## config.mk

```make
export PLATFORM = sky130hd
export DESIGN_NAME = mtm_write_sched_flat
export DESIGN_NICKNAME = d
export VERILOG_FILES = /design/src/rtl/mtm_write_sched_if.sv /design/src/rtl/mtm_write_sched.sv /design/src/flat_wrapper.sv
export SDC_FILE = /design/constraint.sdc
export NUM_CORES = 1
export LEC_CHECK = 0
export ABC_AREA = 1
export CORE_ASPECT_RATIO = 0.6
export CORE_UTILIZATION = 50
export CTS_CLUSTER_SIZE = 30
export DETAILED_ROUTE_END_ITERATION = 10
export GPL_TIMING_DRIVEN = 0
export PLACE_DENSITY = 0.86
export SLEW_MARGIN = 30
export SYNTH_ARGS = -nofsm -noshare
export SYNTH_HDL_FRONTEND = slang
export SYNTH_SLANG_ARGS = --single-unit
```

## constraint.sdc

```tcl
create_clock -name clk -period 3.1 [get_ports clk]
set_input_delay 0.62 -clock clk [delete_from_list [all_inputs] [get_ports clk]]
set_output_delay 0.62 -clock clk [all_outputs]
set_load 0.01 [all_outputs]
```

## src/rtl/mtm_write_sched_if.sv

```systemverilog
// mtm_write_sched_if
//   Bundles the scheduling controls, requester inputs and status outputs of
//   mtm_write_sched. The master side (the environment) drives the enable,
//   delay selection, delay values, requests and data. The slave side (the
//   scheduler) drives the scheduled value and its status strobes.
//
//   Signals:
//     en          run enable for periodic scheduling
//     mtm_sel     delay select: 00 min, 01 typ, 10 max, 11 typ
//     dly_min/typ/max  delay candidates, in cycles (CNTW bits)
//     req         write requests, bit i = requester i
//     data0/data1 values offered by requesters 0 and 1 (WIDTH bits)
//     value       scheduled register contents
//     value_valid high once value has been written at least once
//     wr_pulse    one-cycle strobe per value update
//     grant       one-hot winner, non-zero only with wr_pulse
//     busy        high whenever the scheduler is not idle
interface mtm_write_sched_if #(
    parameter int WIDTH = 4,
    parameter int CNTW  = 8
);
    logic             en;
    logic [1:0]       mtm_sel;
    logic [CNTW-1:0]  dly_min;
    logic [CNTW-1:0]  dly_typ;
    logic [CNTW-1:0]  dly_max;
    logic [1:0]       req;
    logic [WIDTH-1:0] data0;
    logic [WIDTH-1:0] data1;
    logic [WIDTH-1:0] value;
    logic             value_valid;
    logic             wr_pulse;
    logic [1:0]       grant;
    logic             busy;

    modport master (
        output en, mtm_sel, dly_min, dly_typ, dly_max, req, data0, data1,
        input  value, value_valid, wr_pulse, grant, busy
    );

    modport slave (
        input  en, mtm_sel, dly_min, dly_typ, dly_max, req, data0, data1,
        output value, value_valid, wr_pulse, grant, busy
    );
endinterface

```

## src/rtl/mtm_write_sched.sv

```systemverilog
// mtm_write_sched
//   Periodic, delay-selectable write scheduler with a two-requester
//   round-robin arbiter. While enabled, it waits D cycles (D picked from
//   min/typ/max by mtm_sel, 0 treated as 1), then spends one WRITE cycle,
//   at whose closing edge the winning requester's data is written into
//   value. With en held, writes repeat every D+1 cycles.
//
//   Ports:
//     clk    sole clock, rising edge
//     reset  asynchronous, active-high reset
//     bus    mtm_write_sched_if.slave (see interface header for signals)
module mtm_write_sched #(
    parameter int WIDTH = 4,
    parameter int CNTW  = 8
) (
    input  logic                  clk,
    input  logic                  reset,
    mtm_write_sched_if.slave      bus
);

    localparam logic [1:0] S_IDLE  = 2'd0;
    localparam logic [1:0] S_COUNT = 2'd1;
    localparam logic [1:0] S_WRITE = 2'd2;

    logic [1:0]       state_reg, state_next;
    logic [CNTW-1:0]  cnt_reg, cnt_next;
    logic [WIDTH-1:0] value_reg, value_next;
    logic             valid_reg, valid_next;
    logic             wr_pulse_reg, wr_pulse_next;
    logic [1:0]       grant_reg, grant_next;
    // Index of the requester granted last; resets to 1 so requester 0
    // wins the first contested write.
    logic             rr_last_reg, rr_last_next;

    logic [CNTW-1:0]  sel_dly;
    logic [CNTW-1:0]  load_cnt;
    logic             any_req;
    logic             win_idx;
    logic [1:0]       grant_onehot;
    logic [WIDTH-1:0] win_data;

    // Delay selection; code 11 aliases typ.
    always_comb begin
        case (bus.mtm_sel)
            2'b00:   sel_dly = bus.dly_min;
            2'b10:   sel_dly = bus.dly_max;
            default: sel_dly = bus.dly_typ;
        endcase
    end

    // COUNT lasts cnt+1 cycles, so load D-1; a zero delay behaves as D=1.
    assign load_cnt = (sel_dly == '0) ? '0 : sel_dly - 1'b1;

    // Round-robin: a lone request wins outright, a tie goes to the
    // requester that was not granted last.
    assign any_req  = |bus.req;
    assign win_idx  = (bus.req == 2'b11) ? ~rr_last_reg : bus.req[1];
    assign win_data = win_idx ? bus.data1 : bus.data0;

    genvar gi;
    generate
        for (gi = 0; gi < 2; gi++) begin : g_grant
            assign grant_onehot[gi] = any_req && (win_idx == 1'(gi));
        end
    endgenerate

    always_comb begin
        state_next    = state_reg;
        cnt_next      = cnt_reg;
        value_next    = value_reg;
        valid_next    = valid_reg;
        wr_pulse_next = 1'b0;
        grant_next    = 2'b00;
        rr_last_next  = rr_last_reg;

        case (state_reg)
            S_IDLE: begin
                if (bus.en) begin
                    cnt_next   = load_cnt;
                    state_next = S_COUNT;
                end
            end
            S_COUNT: begin
                // Dropping en aborts the pending write, even on the last
                // count cycle.
                if (!bus.en) begin
                    cnt_next   = '0;
                    state_next = S_IDLE;
                end else if (cnt_reg == '0) begin
                    state_next = S_WRITE;
                end else begin
                    cnt_next = cnt_reg - 1'b1;
                end
            end
            S_WRITE: begin
                if (any_req) begin
                    value_next    = win_data;
                    valid_next    = 1'b1;
                    wr_pulse_next = 1'b1;
                    grant_next    = grant_onehot;
                    rr_last_next  = win_idx;
                end
                // Delay inputs are re-sampled here, so changes made
                // during COUNT take effect only from this reload.
                if (bus.en) begin
                    cnt_next   = load_cnt;
                    state_next = S_COUNT;
                end else begin
                    cnt_next   = '0;
                    state_next = S_IDLE;
                end
            end
            default: begin
                cnt_next   = '0;
                state_next = S_IDLE;
            end
        endcase
    end

    always_ff @(posedge clk or posedge reset) begin
        if (reset) begin
            state_reg    <= S_IDLE;
            cnt_reg      <= '0;
            value_reg    <= '0;
            valid_reg    <= 1'b0;
            wr_pulse_reg <= 1'b0;
            grant_reg    <= 2'b00;
            rr_last_reg  <= 1'b1;
        end else begin
            state_reg    <= state_next;
            cnt_reg      <= cnt_next;
            value_reg    <= value_next;
            valid_reg    <= valid_next;
            wr_pulse_reg <= wr_pulse_next;
            grant_reg    <= grant_next;
            rr_last_reg  <= rr_last_next;
        end
    end

    assign bus.value       = value_reg;
    assign bus.value_valid = valid_reg;
    assign bus.wr_pulse    = wr_pulse_reg;
    assign bus.grant       = grant_reg;
    assign bus.busy        = (state_reg != S_IDLE);

endmodule

```

## src/flat_wrapper.sv

```systemverilog
// flat-port wrapper written by rule: the top's interface ports become plain ports
module mtm_write_sched_flat 
#(
    parameter int WIDTH = 4,
    parameter int CNTW  = 8
)
  (clk, reset, bus_en, bus_mtm_sel, bus_dly_min, bus_dly_typ, bus_dly_max, bus_req, bus_data0, bus_data1, bus_value, bus_value_valid, bus_wr_pulse, bus_grant, bus_busy);
  mtm_write_sched_if #(.WIDTH(WIDTH), .CNTW(CNTW)) bus_i ();
  input  logic clk;
  input  logic reset;
  input wire logic [$bits(bus_i.en)-1:0] bus_en;
  input wire logic [$bits(bus_i.mtm_sel)-1:0] bus_mtm_sel;
  input wire logic [$bits(bus_i.dly_min)-1:0] bus_dly_min;
  input wire logic [$bits(bus_i.dly_typ)-1:0] bus_dly_typ;
  input wire logic [$bits(bus_i.dly_max)-1:0] bus_dly_max;
  input wire logic [$bits(bus_i.req)-1:0] bus_req;
  input wire logic [$bits(bus_i.data0)-1:0] bus_data0;
  input wire logic [$bits(bus_i.data1)-1:0] bus_data1;
  output wire logic [$bits(bus_i.value)-1:0] bus_value;
  output wire logic [$bits(bus_i.value_valid)-1:0] bus_value_valid;
  output wire logic [$bits(bus_i.wr_pulse)-1:0] bus_wr_pulse;
  output wire logic [$bits(bus_i.grant)-1:0] bus_grant;
  output wire logic [$bits(bus_i.busy)-1:0] bus_busy;
  assign bus_i.en = bus_en;
  assign bus_i.mtm_sel = bus_mtm_sel;
  assign bus_i.dly_min = bus_dly_min;
  assign bus_i.dly_typ = bus_dly_typ;
  assign bus_i.dly_max = bus_dly_max;
  assign bus_i.req = bus_req;
  assign bus_i.data0 = bus_data0;
  assign bus_i.data1 = bus_data1;
  assign bus_value = bus_i.value;
  assign bus_value_valid = bus_i.value_valid;
  assign bus_wr_pulse = bus_i.wr_pulse;
  assign bus_grant = bus_i.grant;
  assign bus_busy = bus_i.busy;
  mtm_write_sched #(.WIDTH(WIDTH), .CNTW(CNTW)) u_core (.clk(clk), .reset(reset), .bus(bus_i));
endmodule
```

==> metrics.md <==
| Metric | Value |
|---|---|
| Status | `complete, no violations` |
| Flop and latch count out of synthesis | `19` |
| Synth top area share | `30.6%` |
| CTS tree | `built` |
| Worst setup path startpoint | `bus_dly_max[0]` |
| Adder and majority gate portion of the synthesized area | `2.55%` |
| Maximum number of buffers from clock root to sink | `2` |
| Beginning of the worst register-to-register path | `u_core.cnt_reg[2]` |
| Routed vias | `1,557` |
| Fraction of final layout cells with drive strength greater than 1 | `9.16%` |
| Buffers & Inverters on Critical Path | `2` |
| Power density of the placed cells | `581 nW/µm²` |
| Number of stages on the worst setup path | `14` |
| Effective utilization at floorplan | `55.6%` |
| Antenna cells | `0` |
| Mean instance size in the synthesized netlist | `6.57 µm²` |
| Simple logic cell fraction of the synthesized area | `46.5%` |
| Placement row count | `14` |
| Dpl hpwl | `2930 µm` |
| Main area contributors after synthesis | `sky130_fd_sc_hd__dfrtp_1, sky130_fd_sc_hd__nand2_1, sky130_fd_sc_hd__nand3_1, sky130_fd_sc_hd__inv_1, sky130_fd_sc_hd__nor2_1` |
| Skew final | `0.00156 ns` |
| Setup slack of the worst register-to-register path | `1.51 ns` |
| Wirelength per Cell | `11.2 µm` |
| Register clock-pin slew on the reported worst setup and hold paths | `0.07 ns` |
| XOR/XNOR Fraction of Synth Area | `1.19%` |
| Final standard cell area without fillers | `2020 µm²` |
| Antenna violation net count after detailed routing | `0` |
| Data arrival time of the worst path | `2.24 ns` |
| Delay of the slowest cell on the worst path | `0.40 ns` |
| Largest register FFs | `8` |
| Path category of the worst min-delay check | `reg -> reg` |
| Total congestion overflow | `0` |
| Number of endpoints failing setup at the final stage | `0` |
| Peak supply drop | `0.000352 V` |
| End point of the critical path | `u_core.cnt_reg[5]` |
| Count of nets after finishing | `316` |
| Wire length of the first global-routing pass | `6260 µm` |
| Count of different cell masters after synthesis | `27` |
| Global routing usage on met2 | `34.7%` |
| Total length of routed wires | `3510 µm` |
| Maximum fanout encountered on the critical timing path | `7` |
| Post-CTS setup buffer count | `0` |
| Synth warnings | `0` |
| Overall die width | `72.0 µm` |
| Number of max-cap violations | `0` |
| Syn-to-layout area delta | `37.1%` |
| Fill cell instance count of the final layout | `213` |
| Final sum of negative setup slack | `0 ns` |
| Most heavily used metal layer in global routing | `met1` |
| Met3 Use GR | `5.69%` |
| Hold-fix buffers, CTS | `0` |
| Die Outline Area | `3170 µm²` |
| Sequential share of the synthesized area | `32.4%` |
| H-tree depth | `1` |
| Beginning of the worst hold path | `u_core.bus.value_valid` |
| Quantity of I/O buffers inserted on ports | `45` |
| Ports placed on the boundary | `48` |
| Setup repair after global routing missed its margin | `false` |
| Pin slew with the least headroom to its limit | `0.705 ns` |
| Total of cells resized after clock tree synthesis | `0` |
| Total clock buffers created by CTS | `3` |
| Net Count, Synth | `266` |
| Antenna violations before repair | `0` |
| Critical path, cell by cell | `clkdlybuf4s50_1 > nand3_1 > nand2_2 > nor2_4 > ha_1 > inv_1 > nor2_4 > nand2_2 > nor2_4 > nor2_4 > nand3_1 > nand2_1 > nand2_1 > nand2_1` |
| Total number of clock tree sinks | `19` |
| R2R depth | `9` |
| Largest delay share family, worst path | `simple AND/OR/NAND/NOR gates` |
| Source-to-sink clock delay at the later pin of the worst-skew pair | `0.25 ns` |
| Kind of end point of the critical path | `register` |
| Rel. slew slack | `52.9%` |
| Fmax | `478 MHz` |
| Pre-antenna DRT Iters | `4` |
| Core region area | `2650 µm²` |
| Number of instances in the synthesized netlist | `224` |
| Compound-Gate Fraction of Synth Area | `7.31%` |
| All-Layer GR Usage | `25.8%` |
| Via density | `4.97` |
| Area of placed instances | `1970 µm²` |
| Critical register-to-register path endpoint | `u_core.cnt_reg[1]` |
| Combinational family with the most area after synthesis | `simple AND/OR/NAND/NOR gates` |
| Cell with the most instances on the worst path | `sky130_fd_sc_hd__nor2_4` |
| Number of design-rule violations left by the first detailed-router iteration | `132` |
| Crit share post-route | `67.5%` |
| Final min period | `2.09 ns` |
| Reg area | `477 µm²` |
| Global Route met1 Usage | `43.0%` |
| CP required | `3.25 ns` |
| Vias in the first global route | `1,389` |
| Kind of critical path | `in -> reg` |
| Detailed-route DRC error count | `0` |
| Hold Violations, Final | `0` |
| Root cell of the clock tree | `sky130_fd_sc_hd__clkbuf_8` |
| Slowest stage cell, crit path | `sky130_fd_sc_hd__clkdlybuf4s50_1` |
| Placer congestion estimate | `0.906` |
| Area of combinational cells with multiple inputs | `847 µm²` |
| Maximum number of pins on one net before global-route repair | `20` |
| Critical path startpoint category | `primary input` |
| LEAKAGE | `1.03 nW` |
| Cell type with the highest aggregate area in the netlist | `sky130_fd_sc_hd__dfrtp_1` |
| Number of max-slew violations in the final report | `0` |
| Syn Std Cell Area | `1470 µm²` |
| Die span in y | `44.0 µm` |
| Share of synthesized area spent on multiplexers | `0%` |
## cell type report
class	instances	share of cell area [%]
Inverter	30	5.83
Buffer	3	1.49
Multi-Input combinational cell	172	42.0
Clock buffer	4	2.23
Sequential cell	19	23.6
Timing Repair Buffer	45	22.3
Tap cell	40	2.48
## per-stage QoR
step                      power [W]  hold WS (ns)  std cells  utilization, %  setup slack, ns
after CTS                   0.00117         0.486        313            76.3            0.995
after global placement     0.000982         0.459        309            74.6            0.769
after global routing        0.00128         0.519        313            76.3            0.844
final                       0.00117         0.488        313            76.3             1.01
after floorplan            0.000792         0.449        224               -             1.14
after detailed placement   0.000999         0.471        309            74.6            0.735
## worst min-delay path by stage
stage	endpoint	slack (ns)	cells after the start
3_5_place_dp	u_core.bus.value_valid	0.47	1
2_1_floorplan	u_core.cnt_reg[7]	0.45	2
6_report	u_core.bus.value_valid	0.49	1
4_1_cts	u_core.bus.value_valid	0.49	1
5_1_grt	u_core.bus.value_valid	0.52	1
3_3_place_gp	u_core.bus.value_valid	0.46	1
## cells in the final DEF, fill, tap and decap left out
cell,instances
sky130_fd_sc_hd__nand2_1,76
sky130_fd_sc_hd__clkdlybuf4s50_1,45
sky130_fd_sc_hd__inv_1,27
sky130_fd_sc_hd__nor2_1,25
sky130_fd_sc_hd__nand3_1,25
sky130_fd_sc_hd__dfrtp_1,18
sky130_fd_sc_hd__o21ai_0,14
sky130_fd_sc_hd__o21ai_1,5
sky130_fd_sc_hd__nor2_4,5
sky130_fd_sc_hd__nand3_2,3
sky130_fd_sc_hd__ha_1,3
sky130_fd_sc_hd__clkbuf_8,3
sky130_fd_sc_hd__nand4_1,2
sky130_fd_sc_hd__buf_6,2
sky130_fd_sc_hd__inv_2,2
sky130_fd_sc_hd__nand2_2,2
sky130_fd_sc_hd__nor2_2,2
sky130_fd_sc_hd__xnor2_1,2
sky130_fd_sc_hd__a21oi_1,1
sky130_fd_sc_hd__buf_4,1
sky130_fd_sc_hd__nor2_8,1
sky130_fd_sc_hd__inv_6,1
sky130_fd_sc_hd__nand2_4,1
sky130_fd_sc_hd__nor4_1,1
sky130_fd_sc_hd__o31ai_1,1
sky130_fd_sc_hd__nand3b_1,1
sky130_fd_sc_hd__or2_2,1
sky130_fd_sc_hd__nor3_1,1
sky130_fd_sc_hd__clkbuf_1,1
sky130_fd_sc_hd__dfstp_2,1
## routing by layer
layer | part of all wire [%] | vias to the layer above
met3 | 8.5 | 2
li1 | - | 806
met2 | 38 | 57
met4 | 0.20 | 0
met5 | 0 | -
met1 | 54 | 692
## Yosys cell counts
| master | number |
|---|---|
| sky130_fd_sc_hd__o21ai_1 | 5 |
| sky130_fd_sc_hd__or2_2 | 1 |
| sky130_fd_sc_hd__dfstp_2 | 1 |
| sky130_fd_sc_hd__nor2_4 | 5 |
| sky130_fd_sc_hd__inv_1 | 27 |
| sky130_fd_sc_hd__dfrtp_1 | 18 |
| sky130_fd_sc_hd__nand4_1 | 2 |
| sky130_fd_sc_hd__ha_1 | 3 |
| sky130_fd_sc_hd__o31ai_1 | 1 |
| sky130_fd_sc_hd__nand2_2 | 2 |
| sky130_fd_sc_hd__a21oi_1 | 1 |
| sky130_fd_sc_hd__o21ai_0 | 14 |
| sky130_fd_sc_hd__nor2_1 | 25 |
| sky130_fd_sc_hd__nor2_2 | 2 |
| sky130_fd_sc_hd__nand2_4 | 1 |
| sky130_fd_sc_hd__inv_2 | 2 |
| sky130_fd_sc_hd__nand3b_1 | 1 |
| sky130_fd_sc_hd__nand2_1 | 76 |
| sky130_fd_sc_hd__buf_6 | 2 |
| sky130_fd_sc_hd__nand3_2 | 3 |
| sky130_fd_sc_hd__inv_6 | 1 |
| sky130_fd_sc_hd__xnor2_1 | 2 |
| sky130_fd_sc_hd__nor3_1 | 1 |
| sky130_fd_sc_hd__nand3_1 | 25 |
| sky130_fd_sc_hd__nor4_1 | 1 |
| sky130_fd_sc_hd__buf_4 | 1 |
| sky130_fd_sc_hd__nor2_8 | 1 |
## kinds of logic after synthesis
group | count (synthesis)
fa+ha+maj | 3
compound gates | 21
simple gates | 146
flops | 19
xor+xnor | 2
buf+inv | 33
## report_power, final
group / total, W / leakage, nW / internal (W) / switching [W]
registers: 0.000424 / 0.245 / 0.000342 / 0.0000820
clock network: 0.000171 / 0.0228 / 0.0000914 / 0.0000793
logic: 0.000578 / 0.766 / 0.000259 / 0.000319
No activity file was read; power rests on OpenSTA's default activity.
